$ cat src/rtl/can_pkg.sv
// Shared definitions for the CAN microcontroller bus controller.
//   - FSM state encoding
//   - address/data widths and the address-map constants
//   - wait-counter width (RD_WAIT range 0..7)
//   - held-request struct
//   - write-valid / read-valid address decode functions
package can_pkg;

  localparam int ADDR_W    = 6;
  localparam int DATA_W    = 32;
  localparam int RD_WAIT_W = 3;

  // Register map boundaries
  localparam logic [ADDR_W-1:0] WR_LO0_MAX = 6'h03;
  localparam logic [ADDR_W-1:0] WR_SINGLE  = 6'h05;
  localparam logic [ADDR_W-1:0] WR_MID_MIN = 6'h08;
  localparam logic [ADDR_W-1:0] WR_MID_MAX = 6'h11;
  localparam logic [ADDR_W-1:0] WR_HI_MIN  = 6'h18;
  localparam logic [ADDR_W-1:0] WR_HI_MAX  = 6'h20;
  localparam logic [ADDR_W-1:0] RD_MAX     = 6'h20;

  typedef enum logic [2:0] {
    IDLE, SETUP, ACCESS, WAIT_RD, DONE
  } state_t;

  // Request captured in IDLE and held for the whole transfer
  typedef struct packed {
    logic              wr;
    logic [ADDR_W-1:0] addr;
    logic [DATA_W-1:0] wdata;
  } mc_req_t;

  function automatic logic wr_addr_valid(input logic [ADDR_W-1:0] a);
    return (a <= WR_LO0_MAX) || (a == WR_SINGLE) ||
           (a >= WR_MID_MIN && a <= WR_MID_MAX) ||
           (a >= WR_HI_MIN  && a <= WR_HI_MAX);
  endfunction

  function automatic logic rd_addr_valid(input logic [ADDR_W-1:0] a);
    return a <= RD_MAX;
  endfunction

endpackage

$ cat src/rtl/can_addr_check.sv
// Combinational address validator.
//   addr  : held register address
//   wr    : direction, 1 = write, 0 = read
//   valid : address exists in the map for that direction
module can_addr_check
  import can_pkg::*;
(
  input  logic [ADDR_W-1:0] addr,
  input  logic              wr,
  output logic              valid
);

  assign valid = wr ? wr_addr_valid(addr) : rd_addr_valid(addr);

endmodule

$ cat src/rtl/can_mc_bus_ctrl.sv
// Microcontroller-to-register-bus transfer controller.
// One request handshake per i_req rising level: capture request, validate
// address, strobe the write or read channel once, optionally wait RD_WAIT
// cycles for read data, then hold ack until the request is withdrawn.
// Ports:
//   i_clk, i_reset          clock, async active-high reset
//   i_req/i_wr/i_mc_addr/i_mc_wdata  microcontroller request
//   o_ack/o_err/o_mc_rdata  completion, invalid-address flag, read data
//   o_busy                  not IDLE
//   o_wr_en/o_rd_en         one-cycle channel strobes
//   o_addr/o_bus_data       held address / write data to the channels
//   i_reg_r_bus             read data from the read channel
module can_mc_bus_ctrl
  import can_pkg::*;
#(
  parameter int RD_WAIT = 1
) (
  input  logic              i_clk,
  input  logic              i_reset,
  input  logic              i_req,
  input  logic              i_wr,
  input  logic [ADDR_W-1:0] i_mc_addr,
  input  logic [DATA_W-1:0] i_mc_wdata,
  output logic              o_ack,
  output logic              o_err,
  output logic [DATA_W-1:0] o_mc_rdata,
  output logic              o_busy,
  output logic              o_wr_en,
  output logic [ADDR_W-1:0] o_addr,
  output logic [DATA_W-1:0] o_bus_data,
  output logic              o_rd_en,
  input  logic [DATA_W-1:0] i_reg_r_bus
);

  // Counter is loaded with RD_WAIT-1 so WAIT_RD lasts RD_WAIT cycles.
  localparam logic [RD_WAIT_W-1:0] WAIT_LD =
    (RD_WAIT > 0) ? RD_WAIT_W'(RD_WAIT - 1) : '0;

  state_t               state_q, state_d;
  mc_req_t              req_q;
  logic                 err_q;
  logic [RD_WAIT_W-1:0] wait_q;
  logic [DATA_W-1:0]    rdata_q;
  logic                 addr_ok;

  can_addr_check u_addr_check (
    .addr  (req_q.addr),
    .wr    (req_q.wr),
    .valid (addr_ok)
  );

  always_ff @(posedge i_clk or posedge i_reset) begin
    if (i_reset) state_q <= IDLE;
    else         state_q <= state_d;
  end

  // Strobes and ack decode straight from state so reset kills them at once.
  always_comb begin
    state_d    = state_q;
    o_busy     = (state_q != IDLE);
    o_wr_en    = 1'b0;
    o_rd_en    = 1'b0;
    o_ack      = 1'b0;
    o_err      = 1'b0;
    o_addr     = req_q.addr;
    o_bus_data = req_q.wdata;
    o_mc_rdata = rdata_q;
    case (state_q)
      IDLE:    if (i_req) state_d = SETUP;
      SETUP:   state_d = addr_ok ? ACCESS : DONE;
      ACCESS: begin
        o_wr_en = req_q.wr;
        o_rd_en = !req_q.wr;
        if (req_q.wr || RD_WAIT == 0) state_d = DONE;
        else                          state_d = WAIT_RD;
      end
      WAIT_RD: if (wait_q == '0) state_d = DONE;
      DONE: begin
        o_ack = 1'b1;
        o_err = err_q;
        // Waiting for i_req low here is what makes a held request one transfer.
        if (!i_req) state_d = IDLE;
      end
      default: state_d = IDLE;
    endcase
  end

  always_ff @(posedge i_clk or posedge i_reset) begin
    if (i_reset) begin
      req_q   <= '0;
      err_q   <= 1'b0;
      wait_q  <= '0;
      rdata_q <= '0;
    end else begin
      case (state_q)
        IDLE: if (i_req) begin
          req_q <= '{wr: i_wr, addr: i_mc_addr, wdata: i_mc_wdata};
          err_q <= 1'b0;
        end
        SETUP: err_q <= !addr_ok;
        ACCESS: if (!req_q.wr) begin
          wait_q <= WAIT_LD;
          if (RD_WAIT == 0) rdata_q <= i_reg_r_bus;
        end
        WAIT_RD: begin
          if (wait_q == '0) rdata_q <= i_reg_r_bus;
          else              wait_q  <= wait_q - 1'b1;
        end
        default: ;
      endcase
    end
  end

endmodule

$ cat config.mk
export PLATFORM = sky130hd
export DESIGN_NAME = can_mc_bus_ctrl
export DESIGN_NICKNAME = d
export VERILOG_FILES = /design/src/rtl/can_pkg.sv /design/src/rtl/can_addr_check.sv /design/src/rtl/can_mc_bus_ctrl.sv
export SDC_FILE = /design/constraint.sdc
export NUM_CORES = 1
export LEC_CHECK = 0
export CORE_UTILIZATION = 37
export DETAILED_ROUTE_END_ITERATION = 16
export PLACE_DENSITY = 0.85
export SYNTH_ARGS = -nofsm -noshare
export SYNTH_HDL_FRONTEND = slang
export SYNTH_SLANG_ARGS = --single-unit
$ cat constraint.sdc
create_clock -name i_clk -period 2.5 [get_ports i_clk]
set_input_delay 0.625 -clock i_clk [delete_from_list [all_inputs] [get_ports i_clk]]
set_output_delay 0.625 -clock i_clk [all_outputs]
set_load 0.05 [all_outputs]
Word-level counts from Yosys, hierarchy flattened
Index checks and enable logic that the tools add are counted.

operators by class
  add/subtract/negate cells = 1
  magnitude comparators = 5
  eq/ne operators = 10
  multiplexer cells = 16
  reductions and logical operators = 17

operator list
  cell                 count
  $mux 3               7
  $pmux 3 s5           1
  $ne 2x2->1 const B   5
  $eq 3x2->1 const B   2
  $eq 6x3->1 const B   1
  $ge 6x4->1 const B   1
  $ge 6x5->1 const B   1
  $le 6x2->1 const B   1
  $le 6x5->1 const B   1
  $le 6x6->1 const B   1
  $logic_not 3->1      2
  $mux 1               6
  $pmux 3 s2           1
  $reduce_and 2->1     3
  $reduce_and 3->1     2
  $reduce_bool 2->1    2
  $eq 3x1->1 const B   1
  $eq 3x3->1 const B   1
  $logic_or 1x1->1     3
  $reduce_bool 3->1    1
  $sub 3x1->3 const B  1
  $logic_and 1x1->1    2
  $logic_not 1->1      2
  $pmux 1 s2           1

word-level totals
  flip-flop bits (word level) = 78
  input port bits = 74
  output and inout bits = 75
  word-level logic and storage cells = 56

Logic depth before layout (Yosys ltp)
Gate-level depths: netlist (run 1).

  word-level depth = 7
  depth in mapped cells = 6
  depth with buffers taken out = 6

Cells and area by module
A second synthesis (run 1) with hierarchy kept.

second synthesis, totals
  cells, all modules = 253
  area, all modules = 3469.6 µm²

by module, submodules not included
  module           instances  cells an instance  area an instance (µm²)  seq. area each (µm²)
  can_mc_bus_ctrl  1          246                3420.8                  1951.9
  can_addr_check   1          7                  48.8                    0.0

Least setup slack after synthesis (run 1)
Ideal clock, no wire load.

  kind = reg-to-output
  start = register state_q[0]
  end = output port o_err
  arrival = 2395 ps
  data required time = 1875 ps
  path slack = -520 ps
  cell stages (with the launch flop) = 4
  cell sequence = dfrtp_1 > clkbuf_1 > nor3b_1 > and2_1

on the way
  cells in the longest elaborated chain, start to end = 2

ends and longest elaborated chain
  item                    line                   text
  start, declared         can_mc_bus_ctrl.sv:39  state_t state_q, state_d;
  start signal, assigned  can_mc_bus_ctrl.sv:54  else state_q <= state_d;
  $eq 3x3->1              can_mc_bus_ctrl.sv:68  case (state_q)
  $mux 1                  can_mc_bus_ctrl.sv:68
  end, declared           can_mc_bus_ctrl.sv:25  output logic o_err,

Every way passes these cells.

Worst setup path in the final report (run 1)
  start = register req_q, in the netlist o_addr[0]
  end = output port o_addr[0]

RTL lines
  item                    line                   text
  start, declared         can_mc_bus_ctrl.sv:40  mc_req_t req_q;
  start signal, assigned  can_mc_bus_ctrl.sv:97  req_q <= '{wr: i_wr, addr: i_mc_addr, wdata: i_mc_wdata};
  end, declared           can_mc_bus_ctrl.sv:29  output logic [ADDR_W-1:0] o_addr,

No word-level cell between the ends.

==> results.md, run 1 <==
- Reg clk slew, reported paths: 0.08 ns
- M1 WL: 2789 um
- Placeable Area: 8217 sq um
- Fin crit share: 0.8883
- Antenna Nets Post-Route: 0
- CP Capture Type: output port
- Placed Instances: 460
- Peak supply drop: 0.0008201 V
- Clk Latency, worst-skew pair: 0.33 ns
- Critical path arrival: 1.60 ns
- Total number of yosys warnings: 0
- Antenna violations before repair: 0
- Total track usage: 0.1614
- Cell Pwr Density: 1536 nW/um^2
- Clock skew: 0.007524 ns
- CP bufs+invs: 1
- Cell area after synthesis: 3139 sq um
- CTS buffer count: 9
- DR iter-0 viols: 64
- Vias in the first global route: 2,351
- Vias per Instance: 4.775
- Setup-failing EPs final: 0
- Setup CP Type: reg2out
- Post-synth EDFFs: 0
- Slew headroom: 0.6366
- Main synth FF type: dfrtp_1
- Setup TNS: 0 ns
- Io pins: 149
- Max FO, Critical Path: 4
- Post-synthesis sequential area ratio: 0.6218
- Yosys reg bits: 78
- Initial DRT Pass Iterations: 4
- Root Buffer: clkbuf_8
- Clk sinks: 78
- Crit path cell chain: clkdlybuf4s50_1
- Nets: 442
- Reg2reg start: wait_q[1]
- DIE HEIGHT: 94.11 um
- # hold bufs at CTS: 0
- First-pass GRT wire length: 10,900 um
- Post-DR wirelength/cell: 14.37 um
- Critical path's largest stage delay: 0.86 ns
- Slowest cell on the critical path: clkdlybuf4s50_1
- Final slew viol count: 0
- Unrepaired setup endpoints after global routing: no
- DR WL met3: 676 um
- Pin count of the biggest net entering global routing: 41
- FMAX: 450.3 MHz
- Fraction of layout cells with a size suffix above 1: 0.2649
- CTS tree: built
- # Post-CTS Setup Buffers: 0
- GR Overflow Total: 0
- WL final: 6828 um
- Mapped Nets: 287
- Num rows: 33
- Worst-Margin Slew: 0.5433 ns
- Crit path launch: o_addr[0]
- Post-DP HPWL: 5065 um
- Critical path depth: 1
- Worst R2R Setup Slack: 0.62 ns
- Met2 WL: 3262 um
- Port Buf Inserts: 148
- Starting density of the core: 0.3821
- DRC: 0
- RePlAce Congestion: 0.7751
- Final Hold Vio Count: 0
- CP required: 1.88 ns
- Worst Hold Class: reg2reg
- Inserted Diodes: 0
- P&R area growth vs syn: 57.91%
- Synth unique cells: 27
- Non-Filler Instances: 475
- Startpoint types: register
- Top sig layer: met4
- DIE WIDTH: 94.11 um
- H-tree depth: 3
- Hold WS: 0.4858 ns
- Async set or reset register ratio after synthesis: 1.000
- Vias after detailed routing: 2,268
- Max-Cap Viols: 0
- Cell count of the worst reg-to-reg path: 6
- Total power: 7.616 mW
- Static Leak: 2.067 nW
- Die ar.: 8857 sq um
- Post-layout min period: 2.221 ns
- Average cell area after synthesis: 14.88 sq um
- Worst-case clock buffer depth: 2
- Hold Path Origin: o_mc_rdata[31]
- Hold path depth: 1
- Status: complete, no violations
- Mapped Cells: 211
- CP top delay family: buffers and inverters
-- flip-flops by register name (all words and copies together), names as in the netlist --
register and flops:
err_q 1, o_addr 6, o_bus_data 32, o_mc_rdata 32, req_q 1, state_q 3, wait_q 3
-- cell type report --
type | count | area (sq um)
timing repair buffer | 154 | 1531
tap | 105 | 131.4
clock buffer | 12 | 155.1
fill | 669 | 3259
sequential | 78 | 1952
multi-input combinational | 118 | 1121
clock inverter | 3 | 43.79
inverter | 5 | 22.52
-- kinds of logic (layout without fill, tap and decap cells) --
| family | Yosys count | in the layout | share of synthesized area |
|---|---|---|---|
| AOI/OAI and AO/OA | 16 | 16 | 0.03468 |
| adders and majority gates | 2 | 2 | 0.007970 |
| buffers and inverters | 15 | 174 | 0.02670 |
| DFF | 78 | 78 | 0.6218 |
| muxes | 71 | 71 | 0.2547 |
| and+or+nand+nor | 29 | 29 | 0.05420 |
-- cells in the final DEF (no fill, tap or decap) --
cell	synthesis	layout
nor2_1	3	3
a31oi_1	1	1
clkbuf_8	0	11
o22ai_1	2	2
buf_12	0	1
nor2b_1	3	3
a211oi_1	3	3
dlymetal6s2s_1	0	1
and2_1	1	1
clkbuf_1	2	1
a21oi_1	2	2
bufinv_16	0	1
clkinv_2	0	1
inv_1	5	4
ha_1	2	2
nand2_1	5	5
a31o_2	1	1
nor3b_2	0	1
a22o_1	3	3
or3b_1	1	1
o31ai_1	1	1
dfrtp_1	78	78
clkinvlp_4	0	1
mux2_1	2	2
clkdlybuf4s50_1	0	143
nor3_1	2	2
nand3_1	1	1
o21ai_0	3	3
nor3_4	0	2
clkinv_4	0	1
or3_1	2	2
nor3b_1	2	1
mux2_2	69	69
nand2b_1	7	7
buf_4	7	9
-- metal layers --
| metal | vias to the layer above | GRT usage |
|---|---|---|
| li1 | 1060 | - |
| met1 | 1093 | 0.1855 |
| met2 | 103 | 0.2701 |
| met3 | 12 | 0.05583 |
| met4 | 0 | 0.07308 |
| met5 | - | 0 |
-- through the flow --
| stage | setup slack [ns] | utilization | instance area, sq um |
|---|---|---|---|
| floorplan | 0.01432 | - | 3148 |
| global placement | 0.3884 | 0.5788 | 4756 |
| detailed placement | 0.3450 | 0.5788 | 4756 |
| CTS | 0.006809 | 0.6030 | 4955 |
| global route | 0.2114 | 0.6033 | 4957 |
| finish | 0.2793 | 0.6033 | 4957 |
-- where the power goes --
part           switching, mW  total (mW)  internal [mW]
Combinational           2.78        4.48           1.70
Sequential             0.338        2.20           1.86
Clock                  0.426       0.937          0.511
-- cell usage after synthesis (all sizes together), types with 3 or more instances --
cell / number / area [sq um]
nand2: 5 / 18.77
nand2b: 7 / 43.79
dfrtp: 78 / 1952
nor2b: 3 / 18.77
a22o: 3 / 26.28
nor3: 4 / 30.03
mux2: 71 / 799.5
buf: 8 / 57.55
inv: 5 / 18.77
nor2: 3 / 11.26
o21ai: 3 / 15.01
a211oi: 3 / 22.52
-- final timing paths --
path	to
max	o_addr[0]
min in group asynchronous	o_addr[2]
max in group asynchronous	o_mc_rdata[6]
min reg2reg	o_mc_rdata[31]
max reg2reg	o_mc_rdata[25]
min	o_mc_rdata[31]
-- what timing repair did --
action | in CTS | in global routing
endpoints found under the setup margin | 0 | 1
gates resized for setup | 0 | 1
endpoints found under the hold margin | 0 | 0
Power figures use the tool's default switching activity.
==> run 2, diff against run 1 <==
CTS_CLUSTER_DIAMETER = 40   (was default)
==> results of run 2 <==
The final DEF is identical to that of run 1; final timing and power are the same.
